**src/rtl/mc_core_gen2_if.sv**
```systemverilog
// rtl/mc_core_gen2_if.sv - unified instruction/data memory port with req/ack handshake
interface mc_core_gen2_if #(
  parameter int DATA_W = 32,
  parameter int ADDR_W = 16
);
  logic              mem_req;
  logic              mem_we;
  logic [ADDR_W-1:0] mem_addr;
  logic [DATA_W-1:0] mem_wdata;
  logic [DATA_W-1:0] mem_rdata;
  logic              mem_ack;

  modport master (output mem_req, mem_we, mem_addr, mem_wdata, input mem_rdata, mem_ack);
  modport slave  (input mem_req, mem_we, mem_addr, mem_wdata, output mem_rdata, mem_ack);
endinterface

```
**src/rtl/mc_core_gen2.sv**
```systemverilog
// rtl/mc_core_gen2.sv - multicycle CPU core with integrated control FSM
// Single shared memory port; register file r0 reads zero; HALT is terminal until reset.
module mc_core_gen2 #(
  parameter int DATA_W = 32,
  parameter int ADDR_W = 16,
  parameter int CNT_W  = 32
) (
  input  logic               clk,
  input  logic               reset,
  mc_core_gen2_if.master     mem,
  output logic               halted,
  output logic               illegal_op,
  output logic [CNT_W-1:0]   retired,
  output logic [ADDR_W-1:0]  pc
);

  typedef enum logic [2:0] {
    S_FETCH, S_DECODE, S_EXEC, S_MEM, S_WB, S_HALTED
  } state_t;

  localparam logic [5:0] OP_NOP  = 6'h00;
  localparam logic [5:0] OP_ADD  = 6'h01;
  localparam logic [5:0] OP_SUB  = 6'h02;
  localparam logic [5:0] OP_AND  = 6'h03;
  localparam logic [5:0] OP_OR   = 6'h04;
  localparam logic [5:0] OP_ADDI = 6'h05;
  localparam logic [5:0] OP_ORI  = 6'h06;
  localparam logic [5:0] OP_LW   = 6'h07;
  localparam logic [5:0] OP_SW   = 6'h08;
  localparam logic [5:0] OP_BEQ  = 6'h09;
  localparam logic [5:0] OP_J    = 6'h0A;
  localparam logic [5:0] OP_HALT = 6'h3F;

  state_t            state;
  logic [31:0]       ir;
  logic [DATA_W-1:0] a_q, b_q, alu_q, mdr_q;
  logic [DATA_W-1:0] rf [32];

  logic [5:0]        op;
  logic [4:0]        r1, r2, r3;
  logic [15:0]       imm16;
  logic [25:0]       imm26;
  logic [DATA_W-1:0] imm_se, imm_ze, alu_res;
  logic [ADDR_W-1:0] br_off, j_target;
  logic              known_op;

  assign op       = ir[31:26];
  assign r1       = ir[25:21];
  assign r2       = ir[20:16];
  assign r3       = ir[15:11];
  assign imm16    = ir[15:0];
  assign imm26    = ir[25:0];
  assign imm_se   = DATA_W'($signed(imm16));
  assign imm_ze   = DATA_W'(imm16);
  assign br_off   = ADDR_W'($signed(imm16));
  assign j_target = ADDR_W'(imm26);

  always_comb begin
    known_op = 1'b0;
    case (op)
      OP_NOP, OP_ADD, OP_SUB, OP_AND, OP_OR, OP_ADDI, OP_ORI,
      OP_LW, OP_SW, OP_BEQ, OP_J, OP_HALT: known_op = 1'b1;
      default:                             known_op = 1'b0;
    endcase
  end

  always_comb begin
    alu_res = '0;
    case (op)
      OP_ADD:                alu_res = a_q + b_q;
      OP_SUB:                alu_res = a_q - b_q;
      OP_AND:                alu_res = a_q & b_q;
      OP_OR:                 alu_res = a_q | b_q;
      OP_ADDI, OP_LW, OP_SW: alu_res = a_q + imm_se;
      OP_ORI:                alu_res = a_q | imm_ze;
      default:               alu_res = '0;
    endcase
  end

  // Reset gates mem_req directly so an in-flight request is dropped in the same cycle.
  assign mem.mem_req   = !reset && (state == S_FETCH || state == S_MEM);
  assign mem.mem_we    = (state == S_MEM) && (op == OP_SW);
  assign mem.mem_addr  = (state == S_MEM) ? ADDR_W'(alu_q) : pc;
  assign mem.mem_wdata = b_q;

  always_ff @(posedge clk or posedge reset) begin
    if (reset) begin
      state      <= S_FETCH;
      pc         <= '0;
      ir         <= '0;
      a_q        <= '0;
      b_q        <= '0;
      alu_q      <= '0;
      mdr_q      <= '0;
      retired    <= '0;
      halted     <= 1'b0;
      illegal_op <= 1'b0;
      for (int i = 0; i < 32; i++) rf[i] <= '0;
    end else begin
      illegal_op <= 1'b0;
      case (state)
        S_FETCH: begin
          if (mem.mem_ack) begin
            ir    <= 32'(mem.mem_rdata);
            pc    <= pc + ADDR_W'(1);
            state <= S_DECODE;
          end
        end
        S_DECODE: begin
          a_q <= rf[r2];
          b_q <= (op == OP_SW || op == OP_BEQ) ? rf[r1] : rf[r3];
          case (op)
            OP_HALT: begin
              halted  <= 1'b1;
              retired <= retired + CNT_W'(1);
              state   <= S_HALTED;
            end
            OP_J: begin
              pc      <= j_target;
              retired <= retired + CNT_W'(1);
              state   <= S_FETCH;
            end
            OP_NOP: begin
              retired <= retired + CNT_W'(1);
              state   <= S_FETCH;
            end
            default: begin
              if (known_op) begin
                state <= S_EXEC;
              end else begin
                illegal_op <= 1'b1;
                retired    <= retired + CNT_W'(1);
                state      <= S_FETCH;
              end
            end
          endcase
        end
        S_EXEC: begin
          alu_q <= alu_res;
          if (op == OP_BEQ) begin
            // pc already holds the fetched address + 1
            if (a_q == b_q) pc <= pc + br_off;
            retired <= retired + CNT_W'(1);
            state   <= S_FETCH;
          end else if (op == OP_LW || op == OP_SW) begin
            state <= S_MEM;
          end else begin
            state <= S_WB;
          end
        end
        S_MEM: begin
          if (mem.mem_ack) begin
            if (op == OP_SW) begin
              retired <= retired + CNT_W'(1);
              state   <= S_FETCH;
            end else begin
              mdr_q <= mem.mem_rdata;
              state <= S_WB;
            end
          end
        end
        S_WB: begin
          if (r1 != 5'd0) rf[r1] <= (op == OP_LW) ? mdr_q : alu_q;
          retired <= retired + CNT_W'(1);
          state   <= S_FETCH;
        end
        S_HALTED: state <= S_HALTED;
        default:  state <= S_FETCH;
      endcase
    end
  end

endmodule

```
**src/flat_wrapper.sv**
```systemverilog
// flat-port wrapper written by rule: the top's interface ports become plain ports
module mc_core_gen2_flat 
#(
  parameter int DATA_W = 32,
  parameter int ADDR_W = 16,
  parameter int CNT_W  = 32
)
  (clk, reset, halted, illegal_op, retired, pc, mem_mem_req, mem_mem_we, mem_mem_addr, mem_mem_wdata, mem_mem_rdata, mem_mem_ack);
  mc_core_gen2_if #(.DATA_W(DATA_W), .ADDR_W(ADDR_W)) mem_i ();
  input  logic clk;
  input  logic reset;
  output logic halted;
  output logic illegal_op;
  output logic [CNT_W-1:0] retired;
  output logic [ADDR_W-1:0] pc;
  output wire logic [$bits(mem_i.mem_req)-1:0] mem_mem_req;
  output wire logic [$bits(mem_i.mem_we)-1:0] mem_mem_we;
  output wire logic [$bits(mem_i.mem_addr)-1:0] mem_mem_addr;
  output wire logic [$bits(mem_i.mem_wdata)-1:0] mem_mem_wdata;
  input wire logic [$bits(mem_i.mem_rdata)-1:0] mem_mem_rdata;
  input wire logic [$bits(mem_i.mem_ack)-1:0] mem_mem_ack;
  assign mem_mem_req = mem_i.mem_req;
  assign mem_mem_we = mem_i.mem_we;
  assign mem_mem_addr = mem_i.mem_addr;
  assign mem_mem_wdata = mem_i.mem_wdata;
  assign mem_i.mem_rdata = mem_mem_rdata;
  assign mem_i.mem_ack = mem_mem_ack;
  mc_core_gen2 #(.DATA_W(DATA_W), .ADDR_W(ADDR_W), .CNT_W(CNT_W)) u_core (.clk(clk), .reset(reset), .mem(mem_i), .halted(halted), .illegal_op(illegal_op), .retired(retired), .pc(pc));
endmodule
```
**config.mk**
```make
export PLATFORM = sky130hd
export DESIGN_NAME = mc_core_gen2_flat
export DESIGN_NICKNAME = d
export VERILOG_FILES = /design/src/rtl/mc_core_gen2_if.sv /design/src/rtl/mc_core_gen2.sv /design/src/flat_wrapper.sv
export SDC_FILE = /design/constraint.sdc
export NUM_CORES = 2
export LEC_CHECK = 0
export BUFFER_PORTS_ARGS = -buffer_cell sky130_fd_sc_hd__buf_2
export CELL_PAD_IN_SITES_DETAIL_PLACEMENT = 1
export CELL_PAD_IN_SITES_GLOBAL_PLACEMENT = 1
export CORE_ASPECT_RATIO = 1.1
export CORE_MARGIN = 2
export CORE_UTILIZATION = 40
export DETAILED_ROUTE_END_ITERATION = 6
export PLACE_DENSITY = 0.75
export SLEW_MARGIN = 20
export SYNTH_ARGS = -nofsm -noshare
export SYNTH_HDL_FRONTEND = slang
export SYNTH_SLANG_ARGS = --single-unit
```
**constraint.sdc**
```tcl
create_clock -name clk -period 38.2 [get_ports clk]
set_input_delay 5.73 -clock clk [delete_from_list [all_inputs] [get_ports clk]]
set_output_delay 5.73 -clock clk [all_outputs]
set_load 0.02 [all_outputs]
```
==> metrics.md <==
| Metric | Value |
|---|---|
| Vias in the first global route | between 60,000 and 70,000 |
| Mapped Cells | 6,468 |
| Final wirelength | 290,000 um |
| Top FF cell, synth | dfrtp_1 |
| Crit-path slowest cell | and3_1 |
| Crit path max-delay family | simple AND/OR/NAND/NOR gates |
| CP Buf/Inv Count | 2 |
| Critical Path RT | roughly 32 ns |
| Final setup violation count | 0 |
| Slew Viols, Final | 0 |
| Met3 wire len | between 30,000 and 40,000 um |
| Critical path origin | reset |
| Commonest non-fill, non-tap cell in the layout | dfrtp_1 |
| Distinct cells, synth | between 70 and 80 |
| Highest metal used | met5 |
| Row cnt | roughly 170 |
| CTS buffer count | 133 |
| Total gr overflow | 0 |
| Startpoint Class | input pin |
| Worst r2r src | u_core.ir[16] |
| TritonCTS clock tree | built |
| Post-DP HPWL | 176,000 um |
| Fmax | 0.0830 GHz |
| Min Clock Period, post-route | 12.05 ns |
| Synthesized Nets | between 6,000 and 7,000 |
| GPL Wtd Cong | 0.915 |
| Kind of critical path | input pin to output port |
| Final Non-Filler Cells | ~9,000 |
| DRT iter0 DRCs | 6,776 |
| Routed Antenna Nets | 0 |
| Post-synth EDFFs | 0 |
| GRT Total Usage | 0.305 |
| Total number of vias | between 50,000 and 60,000 |
| Crit end category | output port |
| Relative slew slack | 0.193 |
| CTS Hold Buffers Added | 0 |
| Die height | ~460 um |
| Post-synthesis sequential area ratio | 0.416 |
| DRC viols | 0 |
| Area growth syn-to-layout | 10.3% |
| Post-Syn Area | ~74,000 um^2 |
| RSZ-0062 raised after global routing | no |
| WP data arrival | about 6.3 ns |
| CTS clk-pin slew, worst paths | about 0.060 ns |
| DR WL met2 | between 100,000 and 150,000 um |
| Largest net degree at the start of global routing | approximately 180 |
| Nets | roughly 6,400 |
| Clk Latency, worst-skew pair | 0.82 ns |
| H-tree Lvls | 4 |
| Core Box Area | roughly 190,000 um^2 |
| Die W | 415 um |
| Leakage | approximately 34 nW |
| Number of synthesized register bits | ~1,200 |
| Period utilization | 0.315 |
| First-pass GRT wire length | about 430,000 um |
| PortBufs | between 100 and 150 |
| CP peak stage delay | roughly 0.19 ns |
| Pwr dens | ~77 nW/um^2 |
| Slew @ Worst Pin | around 1.2 ns |
| Wl on met1 | slightly above 100,000 um |
| Final Hold Fails | 0 |
| Max Cap Viol | 0 |
| Initial Util | 0.401 |
| Maximum fanout along the worst path | 2 |
| Postcts setup bufs | 0 |
| Asr flop ratio synth | 1.00 |
| Mean Syn Cell Area | roughly 12 um^2 |
| Drt first pass iters | 6 |
| Share of layout cells above drive strength 1 | 0.258 |
| Max VDD drop | between 0.05 and 0.06 mV |
| Max Clock Skew | around 0.032 ns |
| Critical path's most frequent cell | buf_2 |
| Die area | around 190,000 um^2 |
| Critical path cell sequence | buf_2 -> nor2_1 -> and3_1 -> buf_2 |
| Status | finished clean |
| Setup TNS Final | 0 ns |
| Syn. warnings | 0 |
| Hold Startpoint | u_core.rf[1003] |
| Clk buf depth | 3 |
| Antenna violations before repair | 19 |
| Hold Crit Class | register to register |
| I/O pin cnt | 135 |
| Post-CTS Resized | 0 |
| Clock sinks | ~1,200 |
| Placed insts | about 8,600 |
| Routed len/inst | 32.9 um |
| Root buffer cell | clkbuf_16 |
| Commonest non-fill, non-tap cells in the layout | 1,222 x dfrtp_1, 922 x mux4_2, 751 x nand2_1 |
| Vias per Instance | just under 7 |
-- synthesized netlist by cell type, types with 10 or more instances --
cell	instances	area (um^2)
a22oi_1	20	150
nor3_1	20	100
nand4_1	10	62.6
buf_1	68	255
xor2_1	32	280
and2_1	21	131
inv_1	109	409
a31oi_1	13	81.3
nor2_1	579	2170
mux2_2	90	1010
buf_2	56	280
and3_1	15	93.8
a221oi_1	40	350
a21oi_1	573	2870
ha_1	149	1860
xnor2_1	70	613
nand3_1	70	350
o21ai_0	732	3660
nand2_1	763	2860
o21bai_1	10	75.1
o221ai_1	12	105
mux4_2	922	20800
a22o_1	12	105
o211ai_1	20	150
a21o_1	19	143
clkbuf_1	516	1940
nor2b_1	14	87.6
nand2b_1	14	87.6
dfrtp_1	1237	31000
mux2i_1	121	1210
or3_1	11	68.8
-- final cells by class --
class / instances / area, um^2
clock inverters: 47 / 592
clock buffers: 192 / 3930
flip-flops and latches: 1237 / 31000
well taps: 2436 / 3050
repair buffers: 291 / 1990
diodes: 5 / 12.5
fillers: 19400 / 103000
multi-input cells: 4480 / 41100
inverters: 109 / 413
-- flip-flops by register name (all words and copies together), names as in the netlist --
| signal | flops |
|---|---|
| u_core.ir | 32 |
| u_core.mdr_q | 32 |
| u_core.alu_q | 32 |
| u_core.state | 3 |
| u_core.a_q | 32 |
| u_core.mem.mem_wdata | 32 |
| u_core.halted | 1 |
| u_core.pc | 16 |
| u_core.retired | 32 |
| u_core.rf | 1024 |
| u_core.illegal_op | 1 |
-- cells by family after synthesis --
kind of cell | share of synthesized area
AO/OA/AOI/OAI | 0.113
AND/OR/NAND/NOR | 0.0852
adder cells (fa/ha/maj) | 0.0259
flip-flops | 0.416
buffers and inverters | 0.0390
multiplexers | 0.309
XOR/XNOR | 0.0120
-- power by group --
part           leakage (nW)  switching (W)  internal [W]
clock network          2.22       0.000583      0.000792
registers              17.0       0.000408       0.00152
logic                  15.0        0.00178       0.00126
total                  34.2        0.00277       0.00357
-- metrics by stage --
step                setup WS, ns  hold slack, ns   util  total power [W]  cell area [um^2]
floorplan                  15.38           0.449      -          0.00389             74400
global route               26.15           0.436  0.442          0.00657             82100
detailed placement         26.16           0.404  0.418          0.00490             77500
global placement           26.14           0.392  0.418          0.00481             77500
finish                     26.15           0.417  0.443          0.00634             82100
CTS                        26.16           0.417  0.442          0.00629             82000
-- routing by layer --
layer  global-route usage  vias up
met2                0.483     3537
li1                     -    23600
met3               0.0831     1099
met1                0.367    31300
met4                0.200       26
met5                    0        -
-- path summary, 6_finish.rpt --
kind / end / slack, ns / cells past startpoint
max: mem_mem_req / 26.15 / 4
min: u_core.rf[1003] / 0.42 / 0
max reg2reg: u_core.a_q[21] / 32.15 / 8
min reg2reg: u_core.rf[1003] / 0.42 / 0
max in group asynchronous: u_core.rf[213] / 29.62 / 6
min in group asynchronous: u_core.mem.mem_wdata[3] / 4.95 / 2
Note: power is estimated with default switching activity, not from simulation.
